### config.mk
export PLATFORM = sky130hd
export DESIGN_NAME = mc_datapath
export DESIGN_NICKNAME = d
export VERILOG_FILES = /design/src/rtl/mc_datapath.sv
export SDC_FILE = /design/constraint.sdc
export NUM_CORES = 2
export LEC_CHECK = 0
export BUFFER_PORTS_ARGS = -buffer_cell sky130_fd_sc_hd__buf_2
export CAP_MARGIN = 30
export CORE_UTILIZATION = 28
export CTS_BUF_LIST = sky130_fd_sc_hd__clkbuf_16
export DETAILED_ROUTE_END_ITERATION = 8
export PLACE_DENSITY = 0.41
export RECOVER_POWER = 100
export SLEW_MARGIN = 20
export SYNTH_ARGS = -nofsm -noshare
export SYNTH_HDL_FRONTEND = slang
export SYNTH_SLANG_ARGS = --single-unit
### constraint.sdc
create_clock -name clk -period 5.2 [get_ports clk]
set_input_delay 1.3 -clock clk [delete_from_list [all_inputs] [get_ports clk]]
set_output_delay 1.3 -clock clk [all_outputs]
set_load 0.005 [all_outputs]
### src/rtl/mc_datapath.sv
// ---------------------------------------------------------------------------
// mc_datapath
//   Multicycle ARM-subset datapath with an internal sequencer FSM and one
//   unified instruction/data memory port. Handles ADD/SUB/AND/ORR (immediate
//   or register operand, optional S), LDR/STR with a 12-bit immediate offset
//   and B, all under condition codes.
//
// Ports:
//   clk        rising-edge clock
//   reset_n    asynchronous active-low reset
//   mem_req    memory request valid (registered)
//   mem_we     1 = write, 0 = read, valid while mem_req=1
//   mem_addr   word-aligned byte address (low ADDR_W bits of the address)
//   mem_wdata  store data
//   mem_rdata  read data, sampled on the edge where mem_ready=1
//   mem_ready  completes the outstanding request
//   pc         address of the next fetch
//   flags      {N,Z,C,V}
//   halted     sticky, set when an unsupported instruction is decoded
//   state      current sequencer state encoding
// ---------------------------------------------------------------------------
module mc_datapath #(
    parameter logic [31:0] RESET_PC  = 32'h0000_0000,
    parameter int          ADDR_W    = 32,
    parameter logic [31:0] PC_OFFSET = 32'd8
) (
    input  logic              clk,
    input  logic              reset_n,
    output logic              mem_req,
    output logic              mem_we,
    output logic [ADDR_W-1:0] mem_addr,
    output logic [31:0]       mem_wdata,
    input  logic [31:0]       mem_rdata,
    input  logic              mem_ready,
    output logic [31:0]       pc,
    output logic [3:0]        flags,
    output logic              halted,
    output logic [3:0]        state
);

    typedef enum logic [3:0] {
        S_FETCH  = 4'd0,
        S_DECODE = 4'd1,
        S_EXEC   = 4'd2,
        S_ALUWB  = 4'd3,
        S_MEMADR = 4'd4,
        S_MEMRD  = 4'd5,
        S_MEMWR  = 4'd6,
        S_MEMWB  = 4'd7,
        S_BRANCH = 4'd8,
        S_HALT   = 4'd9
    } state_t;

    state_t      state_q;
    logic [31:0] pc_q;
    logic [3:0]  flags_q;
    logic [31:0] rf [0:14];
    logic [31:0] ir;
    logic [31:0] a_reg;
    logic [31:0] b_reg;
    logic [31:0] alu_out;
    logic [31:0] data_reg;

    assign state = state_q;
    assign pc    = pc_q;
    assign flags = flags_q;

    // Instruction fields
    logic [3:0] cond;
    logic [1:0] op;
    logic       imm_sel;
    logic [3:0] cmd;
    logic       s_bit;
    logic [3:0] rn;
    logic [3:0] rd;
    logic [3:0] rm;
    logic       up_bit;

    assign cond    = ir[31:28];
    assign op      = ir[27:26];
    assign imm_sel = ir[25];
    assign cmd     = ir[24:21];
    assign s_bit   = ir[20];
    assign rn      = ir[19:16];
    assign rd      = ir[15:12];
    assign rm      = ir[3:0];
    assign up_bit  = ir[23];

    // During DECODE pc already points past the instruction, so an R15 read
    // adds PC_OFFSET-4 to land at instruction address + PC_OFFSET.
    logic [31:0] pc_read;
    logic [31:0] rn_val;
    logic [31:0] rm_val;
    logic [31:0] rd_val;

    always_comb begin
        pc_read = pc_q + PC_OFFSET - 32'd4;
        rn_val  = (rn == 4'hF) ? pc_read : rf[rn];
        rm_val  = (rm == 4'hF) ? pc_read : rf[rm];
        rd_val  = (rd == 4'hF) ? pc_read : rf[rd];
    end

    // Condition check against the current flags
    logic flag_n;
    logic flag_z;
    logic flag_c;
    logic flag_v;
    logic cond_pass;

    assign flag_n = flags_q[3];
    assign flag_z = flags_q[2];
    assign flag_c = flags_q[1];
    assign flag_v = flags_q[0];

    always_comb begin
        cond_pass = 1'b0;
        case (cond)
            4'h0: cond_pass = flag_z;
            4'h1: cond_pass = ~flag_z;
            4'h2: cond_pass = flag_c;
            4'h3: cond_pass = ~flag_c;
            4'h4: cond_pass = flag_n;
            4'h5: cond_pass = ~flag_n;
            4'h6: cond_pass = flag_v;
            4'h7: cond_pass = ~flag_v;
            4'h8: cond_pass = flag_c & ~flag_z;
            4'h9: cond_pass = ~flag_c | flag_z;
            4'hA: cond_pass = (flag_n == flag_v);
            4'hB: cond_pass = (flag_n != flag_v);
            4'hC: cond_pass = ~flag_z & (flag_n == flag_v);
            4'hD: cond_pass = flag_z | (flag_n != flag_v);
            4'hE: cond_pass = 1'b1;
            default: cond_pass = 1'b0;
        endcase
    end

    logic cmd_ok;
    assign cmd_ok = (cmd == 4'b0100) || (cmd == 4'b0010) ||
                    (cmd == 4'b0000) || (cmd == 4'b1100);

    // Immediate operand: imm8 rotated right by twice the rotate field.
    // A shift of 32 yields zero, which covers the no-rotation case.
    logic [31:0] imm8_ext;
    logic [4:0]  rot_amt;
    logic [31:0] imm_rot;
    logic [31:0] src_b;

    always_comb begin
        imm8_ext = {24'b0, ir[7:0]};
        rot_amt  = {ir[11:8], 1'b0};
        imm_rot  = (imm8_ext >> rot_amt) | (imm8_ext << (6'd32 - {1'b0, rot_amt}));
        src_b    = imm_sel ? imm_rot : b_reg;
    end

    // ALU; SUB carry is the inverted borrow from a + ~b + 1
    logic [31:0] alu_res;
    logic        alu_c;
    logic        alu_v;
    logic        alu_arith;

    always_comb begin
        alu_res   = '0;
        alu_c     = 1'b0;
        alu_v     = 1'b0;
        alu_arith = 1'b0;
        case (cmd)
            4'b0100: begin
                {alu_c, alu_res} = {1'b0, a_reg} + {1'b0, src_b};
                alu_v     = (a_reg[31] == src_b[31]) && (alu_res[31] != a_reg[31]);
                alu_arith = 1'b1;
            end
            4'b0010: begin
                {alu_c, alu_res} = {1'b0, a_reg} + {1'b0, ~src_b} + 33'd1;
                alu_v     = (a_reg[31] != src_b[31]) && (alu_res[31] != a_reg[31]);
                alu_arith = 1'b1;
            end
            4'b1100: alu_res = a_reg | src_b;
            default: alu_res = a_reg & src_b;
        endcase
    end

    // Load/store effective address and branch target
    logic [31:0] mem_ea;
    logic [31:0] br_target;

    always_comb begin
        mem_ea    = up_bit ? (a_reg + {20'b0, ir[11:0]}) : (a_reg - {20'b0, ir[11:0]});
        br_target = pc_q + 32'd4 + {{6{ir[23]}}, ir[23:0], 2'b00};
    end

    // Sequencer. Memory-port outputs are registered: every transition into
    // a memory state loads the request that state needs, so the bus is
    // already valid in the first cycle of that state and holds until ready.
    always_ff @(posedge clk or negedge reset_n) begin
        if (!reset_n) begin
            state_q   <= S_FETCH;
            pc_q      <= RESET_PC;
            flags_q   <= '0;
            halted    <= 1'b0;
            mem_req   <= 1'b0;
            mem_we    <= 1'b0;
            mem_addr  <= '0;
            mem_wdata <= '0;
            ir        <= '0;
            a_reg     <= '0;
            b_reg     <= '0;
            alu_out   <= '0;
            data_reg  <= '0;
            for (int i = 0; i < 15; i++) begin
                rf[i] <= '0;
            end
        end else begin
            case (state_q)
                S_FETCH: begin
                    if (mem_req && mem_ready) begin
                        ir      <= mem_rdata;
                        pc_q    <= pc_q + 32'd4;
                        mem_req <= 1'b0;
                        state_q <= S_DECODE;
                    end else begin
                        // Only the first cycle after reset arrives here idle
                        mem_req  <= 1'b1;
                        mem_we   <= 1'b0;
                        mem_addr <= pc_q[ADDR_W-1:0];
                    end
                end
                S_DECODE: begin
                    a_reg <= rn_val;
                    b_reg <= (op == 2'b01) ? rd_val : rm_val;
                    if (cond == 4'hF) begin
                        halted  <= 1'b1;
                        state_q <= S_HALT;
                    end else if (!cond_pass) begin
                        mem_req  <= 1'b1;
                        mem_we   <= 1'b0;
                        mem_addr <= pc_q[ADDR_W-1:0];
                        state_q  <= S_FETCH;
                    end else begin
                        case (op)
                            2'b00: begin
                                if (cmd_ok) begin
                                    state_q <= S_EXEC;
                                end else begin
                                    halted  <= 1'b1;
                                    state_q <= S_HALT;
                                end
                            end
                            2'b01: state_q <= S_MEMADR;
                            2'b10: state_q <= S_BRANCH;
                            default: begin
                                halted  <= 1'b1;
                                state_q <= S_HALT;
                            end
                        endcase
                    end
                end
                S_EXEC: begin
                    alu_out <= alu_res;
                    if (s_bit) begin
                        if (alu_arith) begin
                            flags_q <= {alu_res[31], (alu_res == 32'd0), alu_c, alu_v};
                        end else begin
                            flags_q <= {alu_res[31], (alu_res == 32'd0), 2'b00};
                        end
                    end
                    state_q <= S_ALUWB;
                end
                S_ALUWB: begin
                    mem_req <= 1'b1;
                    mem_we  <= 1'b0;
                    if (rd == 4'hF) begin
                        pc_q     <= alu_out;
                        mem_addr <= alu_out[ADDR_W-1:0];
                    end else begin
                        rf[rd]   <= alu_out;
                        mem_addr <= pc_q[ADDR_W-1:0];
                    end
                    state_q <= S_FETCH;
                end
                S_MEMADR: begin
                    alu_out  <= mem_ea;
                    mem_req  <= 1'b1;
                    mem_addr <= mem_ea[ADDR_W-1:0];
                    if (s_bit) begin
                        mem_we  <= 1'b0;
                        state_q <= S_MEMRD;
                    end else begin
                        mem_we    <= 1'b1;
                        mem_wdata <= b_reg;
                        state_q   <= S_MEMWR;
                    end
                end
                S_MEMRD: begin
                    if (mem_req && mem_ready) begin
                        data_reg <= mem_rdata;
                        mem_req  <= 1'b0;
                        state_q  <= S_MEMWB;
                    end
                end
                S_MEMWB: begin
                    mem_req <= 1'b1;
                    mem_we  <= 1'b0;
                    if (rd == 4'hF) begin
                        pc_q     <= data_reg;
                        mem_addr <= data_reg[ADDR_W-1:0];
                    end else begin
                        rf[rd]   <= data_reg;
                        mem_addr <= pc_q[ADDR_W-1:0];
                    end
                    state_q <= S_FETCH;
                end
                S_MEMWR: begin
                    if (mem_req && mem_ready) begin
                        mem_we   <= 1'b0;
                        mem_addr <= pc_q[ADDR_W-1:0];
                        state_q  <= S_FETCH;
                    end
                end
                S_BRANCH: begin
                    pc_q     <= br_target;
                    mem_req  <= 1'b1;
                    mem_we   <= 1'b0;
                    mem_addr <= br_target[ADDR_W-1:0];
                    state_q  <= S_FETCH;
                end
                S_HALT: begin
                    halted  <= 1'b1;
                    mem_req <= 1'b0;
                    mem_we  <= 1'b0;
                end
                default: begin
                    halted  <= 1'b1;
                    mem_req <= 1'b0;
                    state_q <= S_HALT;
                end
            endcase
        end
    end

endmodule

==> impl_metrics.py <==
metrics = {
    "status": {
        "status": "complete, but fails checks",
        "violations": "DRC, capacitance limit, slew limit, setup timing",
    },
    "timing": {
        "rsz0062_at_grt": "yes",
        "post-route-min-period_ns": 5.239,
        "setup_violations": 11,
        "finalCritPeriodShare": 1.008,
        "fmax_mhz": 190.9,
        "report.final.slew_viol_count": 262,
        "whs_ns": 0.4894,
        "skew_ns": 0.03590,
        "hold_viol": 0,
        "setup_slack_ns": -0.03944,
        "tightestPinTransition_ns": 4.252,
        "slew_headroom": -1.835,
        "setup_tns_ns": -0.1875,
    },
    "power_and_ir_drop": {
        "power_density_nw_per_um2": 208.1,
        "leakage_nw": 25.65,
        "internal-power_mw": 9.699,
        "p_sw_frac": 0.2383,
        "seq_power_share": 0.457,
        "vdd_drop_max_uv": 237.0,
        "p_comb_frac": 0.013,
        "clock_power_share": 0.530,
        "total_power_mw": 12.73,
        "p_sw_mw": 3.034,
    },
    "finish": {
        "finalInstanceArea_um2": 61180,
        "regMostFlops": "rf",
        "register_area_um2": 18730,
        "fillCellCount": 18870,
        "fin_cells": 8282,
        "fin_util": 0.3346,
        "drive_above_1_share": 0.2393,
        "multi_input_area_um2": 31240,
        "finalNetCount": 5944,
        "area_delta_synth_final_pct": 18.76,
        "largest_reg_flops": 480,
    },
    "yosys": {
        "synth_edf_count": 0,
        "netlist_area_um2": 51520,
        "synthCells": 5437,
        "yosysSeqAreaShare": 0.3628,
        "yosys-top-cells-area": "dfrtp_1 (36%), mux4_2 (15%), a21oi_1 (6.4%)",
        "ys.flop_type": "dfrtp_1",
        "synth_cell_type_count": 105,
        "syn_area_per_cell_um2": 9.476,
        "async_flop_share": 1.000,
        "ys_ff_latch": 747,
        "yosys-top-cells-count": "dfrtp_1 (747), nor2_1 (670), a21oi_1 (658)",
        "ys_warn_count": 0,
        "synth_nets": 5641,
        "synth_most_common_cell": "dfrtp_1",
        "post-synth-top-area-cell": "dfrtp_1",
        "netlist.area_leader.share": 0.3628,
    },
    "floorplan": {
        "dieHeight_um": 431.0,
        "die_x_um": 431.0,
        "rows": 157,
        "core_um2": 182900,
        "die_area_um2": 185700,
        "io_pins": 142,
        "start_util": 0.2817,
    },
    "worst_setup_path": {
        "crit_chain": "clkbuf_1, nand2_1, or2_0, clkbuf_1, o41ai_1, nand2_1, buf_2, mux2_1",
        "rr_endpoint": "ir[0]",
        "crit_path_start_kind": "register",
        "crit_type": "reg -> reg",
        "r2r-start": "state[0]",
        "path_buf_inv": 3,
        "critPathLaunch": "state[0]",
        "cp.arrival_ns": 5.82,
        "cp-end-kind": "register",
        "worstPathRequired_ns": 5.78,
        "critical-path-max-stage-delay_ns": 1.19,
        "reg2reg_depth": 8,
        "endpoint": "ir[0]",
        "critPathMaxFanout": 23,
        "cpMaxStageDelayCell": "clkbuf_1",
        "crit_family": "buffers and inverters",
        "r2r_setup_slack_ns": -0.04,
        "path_depth": 8,
    },
    "placed_design": {
        "hpwlAfterDp_mm": 163.0,
        "placed_cells": 8091,
        "numPortBuffers": 141,
        "place_congestion": 0.9490,
        "place_area_um2": 57860,
        "place_ws_ns": -0.3764,
    },
    "cts": {
        "insertion_delay_ns": 0.74,
        "clock-sinks": 747,
        "clkTransAtPathRegs_ns": 0.06,
        "cts_inserted_buffers": 93,
        "root_buffer": "clkbuf_16",
        "cts_hold_buf": 0,
        "tritoncts": "built",
        "clk_path_buf_depth": 3,
        "h-tree-depth": 3,
    },
    "global_route": {
        "grt_util_all_layers": 0.2422,
        "grt_pass1_vias": 44330,
        "grt_antenna_before_repair": 7,
        "grt_pass1_wl_mm": 329.4,
        "overflow": 0,
        "grt_max_degree": 129,
    },
    "route": {
        "drtIter0Drc": 3713,
        "avgRoutedWirePerCell_um": 27.55,
        "drc_errors": 2,
        "vias": 45040,
        "drt-total-wl_mm": 228.2,
        "antenna_left": 0,
        "drt_first_pass_iters": 9,
        "vias_per_cell": 5.438,
    },
    "min_path": {
        "hold_depth": 1,
        "hp-class": "reg -> reg",
    },
    "job": {
        "cap_viol_max_count": 7,
    },
}
area by class of cell:
type | instances | share of cell area
sequential | 747 | 0.3061
clock buffer | 95 | 0.03885
clock inverter | 77 | 0.01114
antenna | 1 | 0.00004090
tap | 2464 | 0.05039
multi-input combinational | 4109 | 0.5105
timing repair buffer | 652 | 0.07448
inverter | 137 | 0.008446
worst min path at each step:
stage / endpoint / slack, ns / from
2_1_floorplan: b_reg[17] / 0.46 / b_reg[17]
3_3_place_gp: halted / 0.45 / halted
3_5_place_dp: halted / 0.46 / halted
4_1_cts: halted / 0.48 / halted
5_1_grt: mem_we / 0.51 / mem_we
6_report: mem_we / 0.49 / mem_we
power by group through the flow:
stage	sequential [mW]	combinational [mW]	clock, mW
after global placement	5.92	0.179	0
after detailed placement	5.92	0.180	0
after floorplan	5.92	0.000499	0
final	5.81	0.168	6.75
after global routing	5.81	0.193	7.11
after CTS	5.81	0.180	6.91
layer usage:
metal | vias up | wire length, um | track usage | part of all wire
met3 | 309 | 9980 | 0.02632 | 0.044
li1 | 20590 | - | - | -
met5 | - | 13 | 0 | 0.000057
met1 | 22890 | 101000 | 0.3278 | 0.44
met2 | 1249 | 108400 | 0.3973 | 0.48
met4 | 2 | 8782 | 0.09078 | 0.038
kinds of logic (layout without fill, tap and decap cells):
kind of cell,after synthesis,in the layout,share of synthesized area
other cells,0,1,0
mux,674,674,0.2174
fa+ha+maj,169,169,0.04163
buf+inv,581,961,0.04371
compound gates,1637,1637,0.1891
flops,747,747,0.3628
xor+xnor,104,104,0.01768
simple gates,1525,1525,0.1277
worst reg2reg max path: cells and delay by family (launching register included):
kind,cells,cell delay [ns]
AOI/OAI and AO/OA,1,0.33
buffers and inverters,3,2.32
muxes,1,0.46
and+or+nand+nor,3,1.61
DFF,1,0.39
cell usage in the layout, fill, tap and decap left out, drive strengths merged, types with 22 or more instances in the layout:
| cell type | Yosys | layout |
|---|---|---|
| nand2b | 33 | 33 |
| nor2b | 34 | 34 |
| o22ai | 47 | 47 |
| nor2 | 671 | 671 |
| or3 | 22 | 22 |
| nand2 | 505 | 505 |
| clkbuf | 336 | 227 |
| xor2 | 32 | 32 |
| clkinv | 3 | 37 |
| ha | 165 | 165 |
| a22o | 24 | 24 |
| o21ai | 461 | 461 |
| dfrtp | 747 | 747 |
| nand4 | 22 | 22 |
| nor3 | 79 | 79 |
| nand3 | 59 | 59 |
| xnor2 | 72 | 72 |
| a31oi | 42 | 42 |
| a22oi | 25 | 25 |
| buf | 108 | 520 |
| o211ai | 35 | 35 |
| a211oi | 62 | 62 |
| inv | 134 | 160 |
| a21o | 51 | 51 |
| o31ai | 23 | 23 |
| mux2 | 168 | 168 |
| mux4 | 339 | 339 |
| a21oi | 661 | 661 |
| mux2i | 167 | 167 |
repair_timing:
item	CTS	global route
gates cloned	0	1
gates resized for setup	35	86
pin swaps	8	24
setup endpoints to repair	10	20
setup buffers	7	7
(Power assumes the default switching activity.)
